$ cat config.mk
export PLATFORM = sky130hd
export DESIGN_NAME = cache_fill_ctrl
export DESIGN_NICKNAME = d
export VERILOG_FILES = /design/src/rtl/cache_fill_ctrl.sv
export SDC_FILE = /design/constraint.sdc
export NUM_CORES = 1
export LEC_CHECK = 0
export CAP_MARGIN = 40
export CORE_AREA = 2 2 480 482
export DETAILED_ROUTE_END_ITERATION = 6
export DIE_AREA = 0 0 482 484
export DONT_BUFFER_PORTS = 1
export PLACE_DENSITY = 0.3
export SLEW_MARGIN = 20
export SYNTH_ARGS = -nofsm -noshare
export SYNTH_HDL_FRONTEND = slang
export SYNTH_SLANG_ARGS = --single-unit
$ cat constraint.sdc
create_clock -name clk -period 3.7 [get_ports clk]
set_clock_uncertainty 0.15 [all_clocks]
set_input_delay 0.74 -clock clk [delete_from_list [all_inputs] [get_ports clk]]
set_output_delay 0.74 -clock clk [all_outputs]
set_load 0.03 [all_outputs]
$ cat src/rtl/cache_fill_ctrl.sv
// Miss handling for a 4-way, 16-set cache.
// Picks a victim, writes it back if dirty, fills the line, and keeps the PLRU state.
module cache_fill_ctrl (
  input  logic         clk,
  input  logic         rst,
  input  logic         miss_req,
  input  logic [31:0]  miss_addr,
  input  logic [3:0]   way_valid,
  input  logic [3:0]   way_dirty,
  input  logic [91:0]  way_tag,
  input  logic [255:0] evict_data,
  input  logic         hit_update,
  input  logic [3:0]   hit_set,
  input  logic [1:0]   hit_way,
  output logic [31:0]  dfp_addr,
  output logic         dfp_read,
  output logic         dfp_write,
  output logic [255:0] dfp_wdata,
  input  logic [255:0] dfp_rdata,
  input  logic         dfp_resp,
  output logic         fill_we,
  output logic [3:0]   fill_set,
  output logic [1:0]   fill_way,
  output logic [22:0]  fill_tag,
  output logic [255:0] fill_data,
  output logic         miss_done,
  output logic         busy
);

  typedef enum logic [2:0] {
    IDLE,
    EVICT,
    FILL,
    WRITE,
    DONE
  } state_t;

  state_t state_q;
  state_t state_d;

  logic [22:0]  tag_q;
  logic [22:0]  vtag_q;
  logic [3:0]   set_q;
  logic [1:0]   way_q;
  logic [255:0] line_q;
  logic [2:0]   plru_q [16];

  logic [22:0]  tags_in [4];
  logic [3:0]   req_set;
  logic [2:0]   req_plru;
  logic [1:0]   victim;
  logic         victim_dirty;
  logic         accept;
  logic         fill_upd;
  logic         hit_ok;
  logic         unused_offset;

  assign unused_offset = ^miss_addr[4:0];

  for (genvar g = 0; g < 4; g++) begin : g_tags
    assign tags_in[g] = way_tag[23*g +: 23];
  end

  assign req_set  = miss_addr[8:5];
  assign req_plru = plru_q[req_set];

  // Bit b0 picks the pair, b1/b2 pick the way inside it.
  function automatic logic [1:0] plru_victim(input logic [2:0] p);
    logic [1:0] w;
    if (!p[0]) w = p[1] ? 2'd1 : 2'd0;
    else       w = p[2] ? 2'd3 : 2'd2;
    return w;
  endfunction

  // Point the tree away from the way just touched.
  function automatic logic [2:0] plru_touch(
    input logic [2:0] p,
    input logic [1:0] w
  );
    logic [2:0] n;
    n = p;
    unique case (w)
      2'd0: begin n[0] = 1'b1; n[1] = 1'b1; end
      2'd1: begin n[0] = 1'b1; n[1] = 1'b0; end
      2'd2: begin n[0] = 1'b0; n[2] = 1'b1; end
      default: begin n[0] = 1'b0; n[2] = 1'b0; end
    endcase
    return n;
  endfunction

  // Victim: first invalid way, else the PLRU choice.
  always_comb begin
    victim = plru_victim(req_plru);
    if (!way_valid[0])      victim = 2'd0;
    else if (!way_valid[1]) victim = 2'd1;
    else if (!way_valid[2]) victim = 2'd2;
    else if (!way_valid[3]) victim = 2'd3;
    victim_dirty = way_valid[victim] & way_dirty[victim];
  end

  // State register.
  always_ff @(posedge clk) begin
    if (rst) state_q <= IDLE;
    else     state_q <= state_d;
  end

  // Next-state logic.
  always_comb begin
    state_d = state_q;
    accept  = 1'b0;
    unique case (state_q)
      IDLE: begin
        if (miss_req) begin
          accept  = 1'b1;
          state_d = victim_dirty ? EVICT : FILL;
        end
      end
      EVICT:   if (dfp_resp) state_d = FILL;
      FILL:    if (dfp_resp) state_d = WRITE;
      WRITE:   state_d = DONE;
      DONE:    state_d = IDLE;
      default: state_d = IDLE;
    endcase
  end

  // Outputs decoded from the current state.
  always_comb begin
    dfp_addr  = '0;
    dfp_read  = 1'b0;
    dfp_write = 1'b0;
    dfp_wdata = '0;
    fill_we   = 1'b0;
    miss_done = 1'b0;
    unique case (state_q)
      EVICT: begin
        dfp_write = 1'b1;
        dfp_addr  = {vtag_q, set_q, 5'b0};
        dfp_wdata = evict_data;
      end
      FILL: begin
        dfp_read = 1'b1;
        dfp_addr = {tag_q, set_q, 5'b0};
      end
      WRITE:   fill_we   = 1'b1;
      DONE:    miss_done = 1'b1;
      default: ;
    endcase
  end

  assign busy      = (state_q != IDLE);
  assign fill_set  = busy ? set_q : 4'd0;
  assign fill_way  = busy ? way_q : 2'd0;
  assign fill_tag  = tag_q;
  assign fill_data = line_q;

  // Capture the miss context and the returned line.
  always_ff @(posedge clk) begin
    if (rst) begin
      tag_q  <= '0;
      vtag_q <= '0;
      set_q  <= '0;
      way_q  <= '0;
      line_q <= '0;
    end else begin
      if (accept) begin
        tag_q  <= miss_addr[31:9];
        set_q  <= req_set;
        way_q  <= victim;
        vtag_q <= tags_in[victim];
      end
      if (state_q == FILL && dfp_resp) line_q <= dfp_rdata;
    end
  end

  assign fill_upd = (state_q == WRITE);
  assign hit_ok   = hit_update && !(fill_upd && hit_set == set_q);

  // PLRU tree per set; the fill wins over a hit on the same set.
  always_ff @(posedge clk) begin
    if (rst) begin
      for (int i = 0; i < 16; i++) plru_q[i] <= '0;
    end else begin
      if (hit_ok)   plru_q[hit_set] <= plru_touch(plru_q[hit_set], hit_way);
      if (fill_upd) plru_q[set_q]   <= plru_touch(plru_q[set_q], way_q);
    end
  end

endmodule
# After elaboration in Yosys (flattened, before gate mapping)
# Memories as Yosys holds them, arrays and structs flattened.
# Index checks and enable logic that the tools add are counted.
# W data, S select, Z words.
# totals
output_inout_bits,578
ramBits,48
memories,1
regBits,311
input_bits,655
# mem_list
memory,words,word_bits,rd,rd_clocked_by_memory_dff,write_ports,line,text
plru_q,16,3,1,0,16,46,logic [2:0] plru_q [16];
# classes
order_cmp,2
bitwise_logic,2
muxes,60
n_eq_ne,16
n_reduce_logical,17
# ops
op,n
$mux W256,1
$pmux W32 S2,1
$bmux W23 S2,1
$mux W23,2
$mux W1,31
$mux W3,7
$mux W2,7
$mux W4,3
$pmux W3 S4,1
$ne A4 B4 Y1 const B,2
$pmux W1 S2,4
$reduce_and A2 Y1,4
$eq A3 B2 Y1 const B,2
$ne A2 B2 Y1 const B,3
$ne A3 B3 Y1 const B,2
$reduce_or A3 Y1,2
$bmux W1 S2,2
$eq A2 B1 Y1 const B,2
$eq A2 B2 Y1 const B,2
$eq A4 B4 Y1,1
$logic_not A2 Y1,2
$reduce_or A2 Y1,2
$eq A3 B1 Y1 const B,1
$eq A3 B3 Y1 const B,1
9 further kinds,11

# Longest topological paths before layout
# An unclocked memory read counts as a cell.
# depth
depth_word,13
ltp_mapped,10

# Worst setup path before layout
# No wires, ideal clock.
# synth_timing
kind,in2reg
from,in miss_addr[6]
to,reg vtag_q[12]
t_arrival_ps,2929
required_time_ps,3428
n_path_buf,3
setup_time_ps,122
setup_slack_ps,499
stages,10
cell_sequence,buf_2 > buf_6 > mux4_2 > mux2i_1 > mux2i_1 > o21ai_1 > nor2_2 > buf_2 > mux2_1 > a221o_1
# synth_via
elab_chain_len,11
word_cells_on_any_way,12
classes_between,mux: 10; bitwise: 1; memory: 1
# synth_rtl
item,line,text
start: declaration,7,"input logic [31:0] miss_addr,"
$mem_v2 Z16 W3 (*),-,
"$mux W1, on equally long branches","70, 71",
$mux W2 (*),70,if (!p[0]) w = p[1] ? 2'd1 : 2'd0;
$mux W2 (*),97,else if (!way_valid[3]) victim = 2'd3;
$mux W2 (*),96,else if (!way_valid[2]) victim = 2'd2;
$mux W2 (*),95,else if (!way_valid[1]) victim = 2'd1;
$mux W2 (*),94,if (!way_valid[0]) victim = 2'd0;
$not A2 Y3 (not written as such) (*),169,vtag_q <= tags_in[victim];
$bmux W23 S2 (*),169,
$mux W23 (not written as such) (*) (2 in series),169,
end signal: assignment,169,
end: declaration,42,logic [22:0] vtag_q;
# Every way passes the cells marked *; elsewhere a longest branch is shown, timed or not. The select of a mux whose other input is x is not followed.
# A chain may end at the register's enable or synchronous reset.

# Final worst setup path
# layout_timing
from,reg state_q[1]
to,out dfp_addr[21]
# layout_via
elab_chain_len,2
word_cells_on_any_way,3
classes_between,eq/ne: 2; mux: 1
# layout_rtl
item,line,text
start: declaration,38,state_t state_q;
start signal: assignment,104,else state_q <= state_d;
$eq A3 B2 Y1 / $eq A3 B1 Y1 (equally long branches),134,unique case (state_q)
$pmux W32 S2 (*),134,
end: declaration,15,"output logic [31:0] dfp_addr,"
# Every way passes the cells marked *; elsewhere a longest branch is shown, timed or not.

==> impl_metrics.yaml <==
global_routing:
  grt_overflow_total: 0
  antenna_found_initial: 172
  grt_pass1_vias: 16100
  grt_usage_pct: 11.5
  grt_max_degree: 265
  grt_pass1_wl_mm: 175
drt:
  wl_mm: 142
  ant_nets: 0
  drc: 0
  drtIter0Drc: 834
  wl_per_cell_microns: 26.7
  vias: 16400
  first_pass_iters: 5
  routed_via_density: 3.09
min_path:
  hp-class: "in -> reg"
  holdCritStartpoint: "dfp_rdata[128]"
  min_to: "fill_data[128]$_SDFFE_PP0P_"
  whs_path_depth: 2
sta:
  setup_tns_ps: 0
  drv_slew: 0
  slew_headroom_pct: 26.8
  hold_viol_final: 0
  rsz0062_at_grt: "false"
  fin_crit_ps: 3410
  tightest_slew_ps: 1100
  setup_viol_count_final: 0
  fmax_ghz: 0.293
  fin_crit_sh_pct: 92.2
  fin_hold_ws_ps: 74.6
critical_path:
  slowest_stage: "a22o_1"
  cp.arrival_ps: 2520
  crit_fanout: 24
  cp_top_family: "buffers and inverters"
  cp.buffers_inverters: 2
  timing.rr.end: "vtag_q[20]$_SDFFE_PP0P_"
  required_ps: 2810
  crit_path_max_incr_delay_ps: 490
  worstSetupPathType: "reg -> out"
  r2r_slack_ps: 460
  worstRegToRegCells: 8
  endpoint_kind: "output pin"
  rr_startpoint: "plru_q[3][0]$_DFFE_PP_"
  worstPathCellList: "inv_1 > nor3_2 > buf_4 > a22o_1"
  start_kind: "flip-flop"
power_and_ir_drop:
  ir_drop_mv: 0.343
  p_leak_nw: 8.26
  pwr_density_cell_nw_per_um2: 517
logic_synthesis:
  synth_area_leaders: "dfxtp_1 38%, nand2_1 15%, and2_1 9.9%"
  yosysTopAreaCell: "dfxtp_1"
  synth.avg_cell_area_sq_um: 8.05
  synth_cell_types: 53
  synth-async-reset-ratio_pct: 0
  synth_common_cells: "645 x nand2_1, 311 x dfxtp_1, 286 x a21oi_1, 260 x and2_1, 153 x clkbuf_1"
  synth_warnings: 0
  syn_inst: 2034
  syn_area_sq_um: 16400
  synth.most_common_cell: "nand2_1"
  ys_seq_elements: 359
  synth_edf_count: 48
  seq_area_frac_synth_pct: 46.8
  ys.flop_type: "dfxtp_1"
  synth_top_area_share_pct: 38.0
cells_and_area:
  drive_above_1_share_pct: 12.5
  nets: 2860
  area_delta_synth_final_pct: 54.3
  finalInstanceArea_sq_um: 25300
  stdcell_count: 5308
place:
  place_inst: 5053
  place_congestion: 0.883
  hpwlAfterDp_mm: 120
  io_buffers: 0
  place_area_sq_um: 22100
run:
  drv_cap: 0
die:
  die_area_sq_um: 233000
  num_rows: 176
  start_util_pct: 7.16
  coreArea_sq_um: 229000
  fp.dieH_microns: 484
  die_w_microns: 482
  num_io_pins: 1233
clock_network:
  postCtsSetupBuffers: 0
  h-tree-depth: 2
  clkSinkCount: 359
  cts.reportedPaths.clkPinSlew_ps: 60
  clockRootBuffer: "clkbuf_16"
  clock_path_buffers: 3
  cts_buffers: 51
  cts_tree: "yes"
  insertion_delay_ps: 650
run_status:
  status: "finished clean"
[flip-flops by register name (all words and copies together), names as in the netlist]
| register | count |
|---|---|
| fill_tag | 23 |
| state_q | 3 |
| plru_q | 48 |
| set_q | 4 |
| fill_data | 256 |
| vtag_q | 23 |
| way_q | 2 |
[where the power goes]
| part | internal (mW) | total [mW] | switching, mW |
|---|---|---|---|
| clock network | 3.34 | 5.48 | 2.14 |
| registers | 4.24 | 5.15 | 0.912 |
| logic | 0.857 | 2.42 | 1.56 |
| total | 8.44 | 13.1 | 4.61 |
[cell type report]
cell class              instances  area (sq um)
fillers                     26500        203000
multi-input cells            1492          7990
flip-flops and latches        359          7670
repair buffers                291          3850
well taps                    3026          3790
clock buffers                  71          1520
clock inverters                21           324
diodes                         38          95.1
inverters                      10          37.5
[routing by layer]
metal	track usage, %	routed length [microns]
met3	10.5	29300
met2	18.5	62500
met4	3.84	6240
met1	10.3	43800
met5	0	149
[worst reg2reg max path, cell delays in order, from the launching register on]
cell,delay [ps]
edfxtp_1,380
mux4_1,510
mux2_2,350
mux2i_1,390
o21ai_1,160
nor2_2,230
buf_12,230
mux2_1,390
a221o_1,320
[kinds of logic (layout without fill, tap and decap cells)]
logic type / count (synthesis) / after routing / share of synthesized area [%]
simple gates: 1005 / 1005 / 28.2
other cells: 1 / 43 / 0.0229
xor+xnor: 4 / 4 / 0.214
flops: 359 / 359 / 46.8
compound gates: 413 / 413 / 15.0
buf+inv: 187 / 393 / 4.72
mux: 65 / 65 / 4.97
[worst max-delay path by stage]
stage	to	cells past startpoint	startpoint	slack (ps)
after CTS	dfp_addr[30]	4	state_q[0]$_SDFFE_PP0P_	60
final	dfp_addr[21]	4	state_q[1]$_SDFFE_PP0P_	290
after global placement	vtag_q[18]$_SDFFE_PP0P_	8	miss_addr[5]	150
after detailed placement	vtag_q[3]$_SDFFE_PP0P_	8	miss_addr[5]	160
after floorplan	vtag_q[12]$_SDFFE_PP0P_	10	miss_addr[6]	500
after global routing	dfp_wdata[138]	5	state_q[0]$_SDFFE_PP0P_	110
[cell usage in the layout (no fill, tap or decap), types with 8 or more instances in the layout]
| cell type | n |
|---|---|
| mux2i_1 | 31 |
| inv_1 | 9 |
| a221o_1 | 23 |
| buf_4 | 57 |
| o22ai_1 | 48 |
| edfxtp_1 | 48 |
| clkbuf_1 | 8 |
| mux2_1 | 19 |
| o221ai_1 | 17 |
| dfxtp_1 | 310 |
| mux4_2 | 8 |
| dlygate4sd3_1 | 123 |
| nor2b_1 | 16 |
| a22o_1 | 20 |
| nand2b_1 | 21 |
| clkbuf_16 | 54 |
| clkbuf_8 | 10 |
| nor2_1 | 11 |
| nand3_1 | 26 |
| diode_2 | 38 |
| buf_12 | 107 |
| and2_1 | 260 |
| a21oi_1 | 286 |
| nand2_1 | 644 |
[per-stage QoR]
step                      setup WS [ps]  util [%]  total power, mW
final                               289      11.1             13.1
after global routing                112      11.0             13.7
after CTS                          55.5      11.0             13.4
after detailed placement            157      9.65             7.59
after global placement              148      9.63             7.57
after floorplan                     499         -             6.38
[repair_timing]
action,in CTS,in global routing
gates resized for setup,0,5
setup endpoints to repair,0,9
hold buffers,124,0
hold endpoints to repair,136,0
Note: power is estimated with default switching activity, not from simulation.
